## config.mk

```make
export PLATFORM = sky130hd
export DESIGN_NAME = imem_loader
export DESIGN_NICKNAME = d
export VERILOG_FILES = /design/src/rtl/imem_loader.sv
export SDC_FILE = /design/constraint.sdc
export NUM_CORES = 1
export LEC_CHECK = 0
export CORE_ASPECT_RATIO = 1.5
export CORE_MARGIN = 8
export CORE_UTILIZATION = 54
export CTS_BUF_LIST = sky130_fd_sc_hd__clkbuf_8 sky130_fd_sc_hd__clkbuf_16
export DETAILED_ROUTE_END_ITERATION = 10
export GPL_ROUTABILITY_DRIVEN = 0
export PLACE_DENSITY = 0.88
export SYNTH_ARGS = -nofsm -noshare
export SYNTH_HDL_FRONTEND = slang
export SYNTH_SLANG_ARGS = --single-unit
```

## constraint.sdc

```tcl
create_clock -name clk -period 2.95 [get_ports clk]
set_input_delay 0.59 -clock clk [delete_from_list [all_inputs] [get_ports clk]]
set_output_delay 0.59 -clock clk [all_outputs]
set_load 0.02 [all_outputs]
```

## src/rtl/imem_loader.sv

```systemverilog
// Byte-wide instruction memory writer: streams in 32-bit words, emits four
// little-endian byte writes per word, and holds the CPU until the image is loaded.
module imem_loader #(
    parameter int unsigned width = 5
) (
    input  logic             clk,
    input  logic             CLR,
    input  logic             start,
    input  logic [width-2:0] n_words,
    input  logic [31:0]      din,
    input  logic             din_valid,
    output logic             din_ready,
    output logic             mem_we,
    output logic [width-1:0] mem_addr,
    output logic [7:0]       mem_wdata,
    output logic             busy,
    output logic             cpu_hold,
    output logic             done,
    output logic             err
);

    localparam int unsigned CW  = width - 1;
    localparam int unsigned CAP = 2 ** (width - 2);
    localparam logic [CW-1:0] CAP_W = CW'(CAP);

    typedef enum logic [1:0] {
        S_IDLE  = 2'd0,
        S_WAIT  = 2'd1,
        S_WRITE = 2'd2,
        S_DONE  = 2'd3
    } state_t;

    state_t          state_q, state_d;
    logic [CW-1:0]   cnt_q, cnt_d;
    logic [CW-1:0]   idx_q, idx_d;
    logic [1:0]      phase_q, phase_d;
    logic [31:0]     word_q, word_d;
    logic            err_d;

    logic            din_ready_d;
    logic            mem_we_d;
    logic [width-1:0] mem_addr_d;
    logic [7:0]      mem_wdata_d;
    logic            busy_d;
    logic            done_d;

    // State and registered outputs; outputs are precomputed from the next state
    always_ff @(posedge clk) begin
        if (CLR) begin
            state_q   <= S_IDLE;
            cnt_q     <= '0;
            idx_q     <= '0;
            phase_q   <= '0;
            word_q    <= '0;
            err       <= 1'b0;
            din_ready <= 1'b0;
            mem_we    <= 1'b0;
            mem_addr  <= '0;
            mem_wdata <= '0;
            busy      <= 1'b0;
            done      <= 1'b0;
        end else begin
            state_q   <= state_d;
            cnt_q     <= cnt_d;
            idx_q     <= idx_d;
            phase_q   <= phase_d;
            word_q    <= word_d;
            err       <= err_d;
            din_ready <= din_ready_d;
            mem_we    <= mem_we_d;
            mem_addr  <= mem_addr_d;
            mem_wdata <= mem_wdata_d;
            busy      <= busy_d;
            done      <= done_d;
        end
    end

    assign cpu_hold = busy;

    // Next-state, datapath and next-output logic
    always_comb begin
        state_d     = state_q;
        cnt_d       = cnt_q;
        idx_d       = idx_q;
        phase_d     = phase_q;
        word_d      = word_q;
        err_d       = err;
        din_ready_d = 1'b0;
        mem_we_d    = 1'b0;
        mem_addr_d  = '0;
        mem_wdata_d = '0;
        busy_d      = 1'b0;
        done_d      = 1'b0;

        case (state_q)
            S_IDLE: begin
                if (start) begin
                    if (n_words > CAP_W) begin
                        err_d = 1'b1;
                    end else if (n_words == '0) begin
                        err_d   = 1'b0;
                        state_d = S_DONE;
                    end else begin
                        err_d   = 1'b0;
                        cnt_d   = n_words;
                        idx_d   = '0;
                        state_d = S_WAIT;
                    end
                end
            end
            S_WAIT: begin
                if (din_valid) begin
                    word_d  = din;
                    phase_d = 2'd0;
                    state_d = S_WRITE;
                end
            end
            S_WRITE: begin
                if (phase_q == 2'd3) begin
                    idx_d   = idx_q + CW'(1);
                    state_d = ((idx_q + CW'(1)) == cnt_q) ? S_DONE : S_WAIT;
                end else begin
                    phase_d = phase_q + 2'd1;
                end
            end
            S_DONE: begin
                state_d = S_IDLE;
            end
            default: begin
                state_d = S_IDLE;
            end
        endcase

        din_ready_d = (state_d == S_WAIT);
        mem_we_d    = (state_d == S_WRITE);
        busy_d      = (state_d != S_IDLE);
        done_d      = (state_d == S_DONE);

        // idx*4 + phase: low two address bits are the byte phase
        if (mem_we_d) begin
            mem_addr_d = {idx_d[width-3:0], phase_d};
            case (phase_d)
                2'd0:    mem_wdata_d = word_d[7:0];
                2'd1:    mem_wdata_d = word_d[15:8];
                2'd2:    mem_wdata_d = word_d[23:16];
                default: mem_wdata_d = word_d[31:24];
            endcase
        end
    end

endmodule

```

# Word-level counts from Yosys, hierarchy flattened
# Index checks and enable logic that the tools add are counted.
# Widths: inputs -> output; s select.
totals:
  regBits: 62
  input_bits: 40
op_classes:
  eq_ne: 14
  n_lt_le_gt_ge: 1
  n_mux: 19
  add_sub_neg: 2
  n_reduce_logical: 9
  bitwise_logic: 3
ops:
  columns: ["operator", "count"]
  rows:
  - ["$mux 32", 2]
  - ["$pmux 8 s3", 1]
  - ["$mux 2", 8]
  - ["$mux 4", 4]
  - ["$eq 2x2->1 const B", 6]
  - ["$ne 2x2->1 const B", 4]
  - ["$pmux 2 s4", 1]
  - ["$pmux 4 s2", 1]
  - ["$eq 2x1->1 const B", 3]
  - ["$reduce_and 5->1", 1]
  - ["$add 4x1->4 const B", 1]
  - ["$eq 4x4->1", 1]
  - ["$gt 4x4->1 const B", 1]
  - ["$logic_not 2->1", 2]
  - ["$logic_not 4->1", 1]
  - ["$pmux 2 s2", 1]
  - ["$reduce_and 4->1", 1]
  - ["$reduce_bool 2->1", 2]
  - ["$not 1->1", 3]
  - ["$add 2x1->2 const B", 1]
  - ["$reduce_and 2->1", 1]
  - ["$reduce_or 2->1", 1]
  - ["$mux 1", 1]

# Depth between registers and ports, before layout
depth:
  depth_word: 8
  mapped_depth: 9

# Worst setup path after synthesis
# OpenSTA, ideal clock, no wires.
synth_path:
  kind: "input -> register"
  startpoint: "input port n_words[2]"
  endpoint: "register idx_q[3]"
  n_path_buf: 1
  setup_ns: 0.067
  cell_stages: 6
  slack_ns: 0.949
  arrival_time_ns: 1.933
  cell_sequence: "o31a_1 or3_1 buf_6 a2111oi_4 o21ai_2 a21oi_2"
synth_between:
  elab_chain_cells: 3
  word_cells_on_any_way: 5
  classes_between: "1 x order compare; 2 x eq/ne; 2 x reduce/logical"
synth_rtl:
  columns: ["item", "line_no", "rtl"]
  rows:
  - ["start, declared", "9", "input logic [width-2:0] n_words,"]
  - ["$gt 4x4->1 / $logic_not 4->1 (equally long branches)", "98, 100", null]
  - ["$ne 2x2->1 (no line)", null, null]
  - ["$reduce_and 5->1 (no line) (*)", null, null]
  - ["end signal, assigned", "65", "idx_q <= idx_d;"]
  - ["end, declared", "35", "logic [CW-1:0] idx_q, idx_d;"]
# Every way passes the cells marked *; elsewhere a longest branch is shown, timed or not.
# A chain may end at the register's enable or synchronous reset.

# Worst setup path in the final report
layout_path:
  startpoint: "register state_q[1]"
  endpoint: "register mem_wdata[2]"
layout_between:
  elab_chain_cells: 6
  word_cells_on_any_way: 18
  classes_between: "6 x eq/ne; 8 x mux; 1 x bitwise; 3 x reduce/logical"
layout_rtl:
  columns: ["item", "line_no", "rtl"]
  rows:
  - ["start, declared", "33", "state_t state_q, state_d;"]
  - ["start signal, assigned", "63", "state_q <= state_d;"]
  - ["$mux 2", "98", "if (n_words > CAP_W) begin"]
  - ["$mux 2", "97", "if (start) begin"]
  - ["$pmux 2 s4", "95", "case (state_q)"]
  - ["$eq 2x2->1", "135", "mem_we_d = (state_d == S_WRITE);"]
  - ["$not 1->1 (no line)", null, null]
  - ["$reduce_or 2->1 (no line)", null, null]
  - ["end signal, assigned", "72", "mem_wdata <= mem_wdata_d;"]
  - ["end, declared", "15", "output logic [7:0] mem_wdata,"]
# Several ways; a longest one is shown, not always the timed one.

==> results.txt <==
Post-synth EDFFs: 0
insertion delay to the later sink of the worst-skew pair: 0.34 ns
routed wl met3: 284 um
Hold Buf Count CTS: 0
synthesized instance count: 290
setup TNS: 0 ns
Synth Warn #: 0
outcome: completed
# DRC: 0
VDD IR max: 0.372 mV
Worst-path clk slew: 0.06 ns
# diodes: 0
met2 wire length: 3600 um
CP Class: register to register
Mapped Area: 0.00264 mm^2
Cell Rows: 31
Critical Path, Cell by Cell: ha_1 > nand4_1 > nor4_1 > o21ai_1 > buf_4 > a211oi_1
Nets: 391
drt total wl: 6500 um
top layer in use: met4
Yosys reg bits: 62
grt ovf: 0
most frequent cells in the layout: 62 x dfxtp_1, 58 x clkdlybuf4s50_1, 49 x nor2_1
H-tree Lvls: 3
first-pass GRT wire length: 10600 um
top area cells in the synthesized netlist: dfxtp_1 47%, mux2i_1 13%, nor2_1 7.0%
Logic pwr share: 19.9%
Worst Path Arrival: 2.52 ns
internal power: 1.43 mW
Synth-to-Final Area Change: 31.2%
number of I/O pins: 59
Worst R2R Start: state_q[1]
final period utilization: 77.1%
hold_sp: word_q[13]
Clock Skew: 0.00661 ns
Die Y: 102 um
commonest non-fill, non-tap cell in the layout: dfxtp_1
syn avg cell area: 9.10 um^2
Synth Net Count: 334
routed metal-1 wirelength: 2410 um
Hold EP: word_q[13]
Final Setup Violations: 0
CTS Buffer Depth: 2
critical path required time: 3.19 ns
Lkg Pwr: 1.55 nW
TritonCTS clock tree: done
port bufs: 58
setup repair bufs after CTS: 0
share of layout cells above drive strength 1: 7.67%
sequential share of power: 45.3%
RSZ-0062 raised after global routing: no
RR Endpoint: mem_wdata[2]
Critical Path Sink Type: register
Worst R2R Setup Slack: 0.67 ns
Critical Path Max Stage Delay: 0.48 ns
ys flop type: dfxtp_1
depth of the worst register-to-register path: 6
DP HPWL: 4650 um
die area: 0.00743 mm^2
Max Slew Vio Count: 0
Post-DRT Antenna Nets: 0
max_cap viols: 0
Psw: 0.548 mW
vias per cell: 5.59
initial core utilization: 55.3%
Hold Worst Slack: 0.492 ns
Hold Violations, Final: 0
initial DRC count: 143
post-cts resize count: 0
largest area contributor in the synthesized netlist: dfxtp_1
sequential area share after synthesis: 47.0%
area fraction of the dominant cell type after synthesis: 47.0%
Sw Ratio: 27.8%
Critical Path Fanout Max: 12
clock share of power: 34.8%
Hold Path Class: register to register
crit path time final: 2.28 ns
largest net degree at the start of global routing: 49
Worst Setup SP: state_q[1]
core box area: 0.00477 mm^2
Top Family by Delay on Critical Path: simple AND/OR/NAND/NOR gates
Yosys cell types: 38
Slew @ Worst Pin: 1.24 ns
slew margin rel.: 17.1%
WL/cell: 15.5 um
worst path bufs/invs: 1
vias in the first global route: 2358
CP max stage cell: ha_1
clock net sink count: 62
root buf cell: clkbuf_8
pwr dens: 570 mW/mm^2
initial antenna violation count: 0
FFs w/ async S/R, synth: 0%
CTS buffer count: 9
Via Count: 2335
hold path depth: 2
maximum clock rate: 440 MHz
Total GRT Usage: 18.5%
DR pass1 iterations: 4
Chip Width: 73.1 um
Startpoint Class: register
[registers in the layout (all words and copies together), names as in the netlist, 2 cells and up]
| signal | cells |
|---|---|
| mem_addr | 5 |
| state_q | 2 |
| mem_wdata | 8 |
| word_q | 32 |
| cnt_q | 4 |
| idx_q | 4 |
| phase_q | 2 |
[worst max path at each step]
stage | cells past startpoint | to | slack (ns)
after global placement | 6 | mem_addr[2] | 0.40
after global routing | 5 | mem_wdata[2] | 0.50
after floorplan | 6 | idx_q[3] | 0.95
after detailed placement | 6 | mem_addr[2] | 0.34
final | 6 | mem_wdata[2] | 0.67
after CTS | 6 | mem_addr[2] | 0.70
[logic make-up after synthesis]
family | share of synthesized area (%)
adders and majority gates | 1.90
muxes | 12.9
and+or+nand+nor | 18.3
buffers and inverters | 4.27
AOI/OAI and AO/OA | 12.9
xor gates and xnor gates | 2.66
DFF | 47.0
[tightest hold or removal path, delay by kind of cell (launching register included)]
kind	cells	cell delay, ns
flip-flops	1	0.31
multiplexers	1	0.08
AND/OR/NAND/NOR	1	0.08
[per-layer routing]
metal / global-route usage [%] / up-vias
met5: 0 / -
met4: 10.7 / 0
met3: 4.96 / 16
met2: 33.1 / 67
met1: 18.5 / 1120
li1: - / 1132
[power by group through the flow]
stage | Sequential [mW] | Combinational, mW | Clock (mW)
2_1_floorplan | 0.926 | 0.229 | 0
3_3_place_gp | 0.912 | 0.381 | 0
3_5_place_dp | 0.914 | 0.388 | 0
4_1_cts | 0.895 | 0.391 | 0.700
5_1_grt | 0.898 | 0.428 | 0.734
6_report | 0.895 | 0.392 | 0.686
[cell type report]
type | instances | area [um^2]
Multi-Input combinational cell | 203 | 1290
Fill cell | 388 | 1310
Clock buffer | 9 | 124
Timing Repair Buffer | 65 | 646
Inverter | 6 | 22.5
Clock inverter | 7 | 57.6
Tap cell | 66 | 82.6
Sequential cell | 62 | 1240
[stage by stage]
step	instance area (um^2)	cells	worst slack, ns	power (mW)	utilization (%)
5_1_grt	3460	418	0.503	2.06	72.5
2_1_floorplan	2640	290	0.949	1.15	-
4_1_cts	3460	418	0.697	1.99	72.5
3_5_place_dp	3280	402	0.342	1.30	68.7
6_report	3460	418	0.675	1.97	72.5
3_3_place_gp	3280	402	0.398	1.29	68.7
[synth_stat cells (all sizes together), types with 2 or more instances]
library cell  number
ha                 4
nor3               8
o22a               2
inv                6
or3                2
buf                8
a211oi             8
a21oi              7
a22oi              6
dfxtp             62
o21ai             19
nand2              6
mux2i             33
xnor2              7
nor2              49
clkbuf            11
nand3             36
nor4               2
Power figures use the tool's default switching activity.
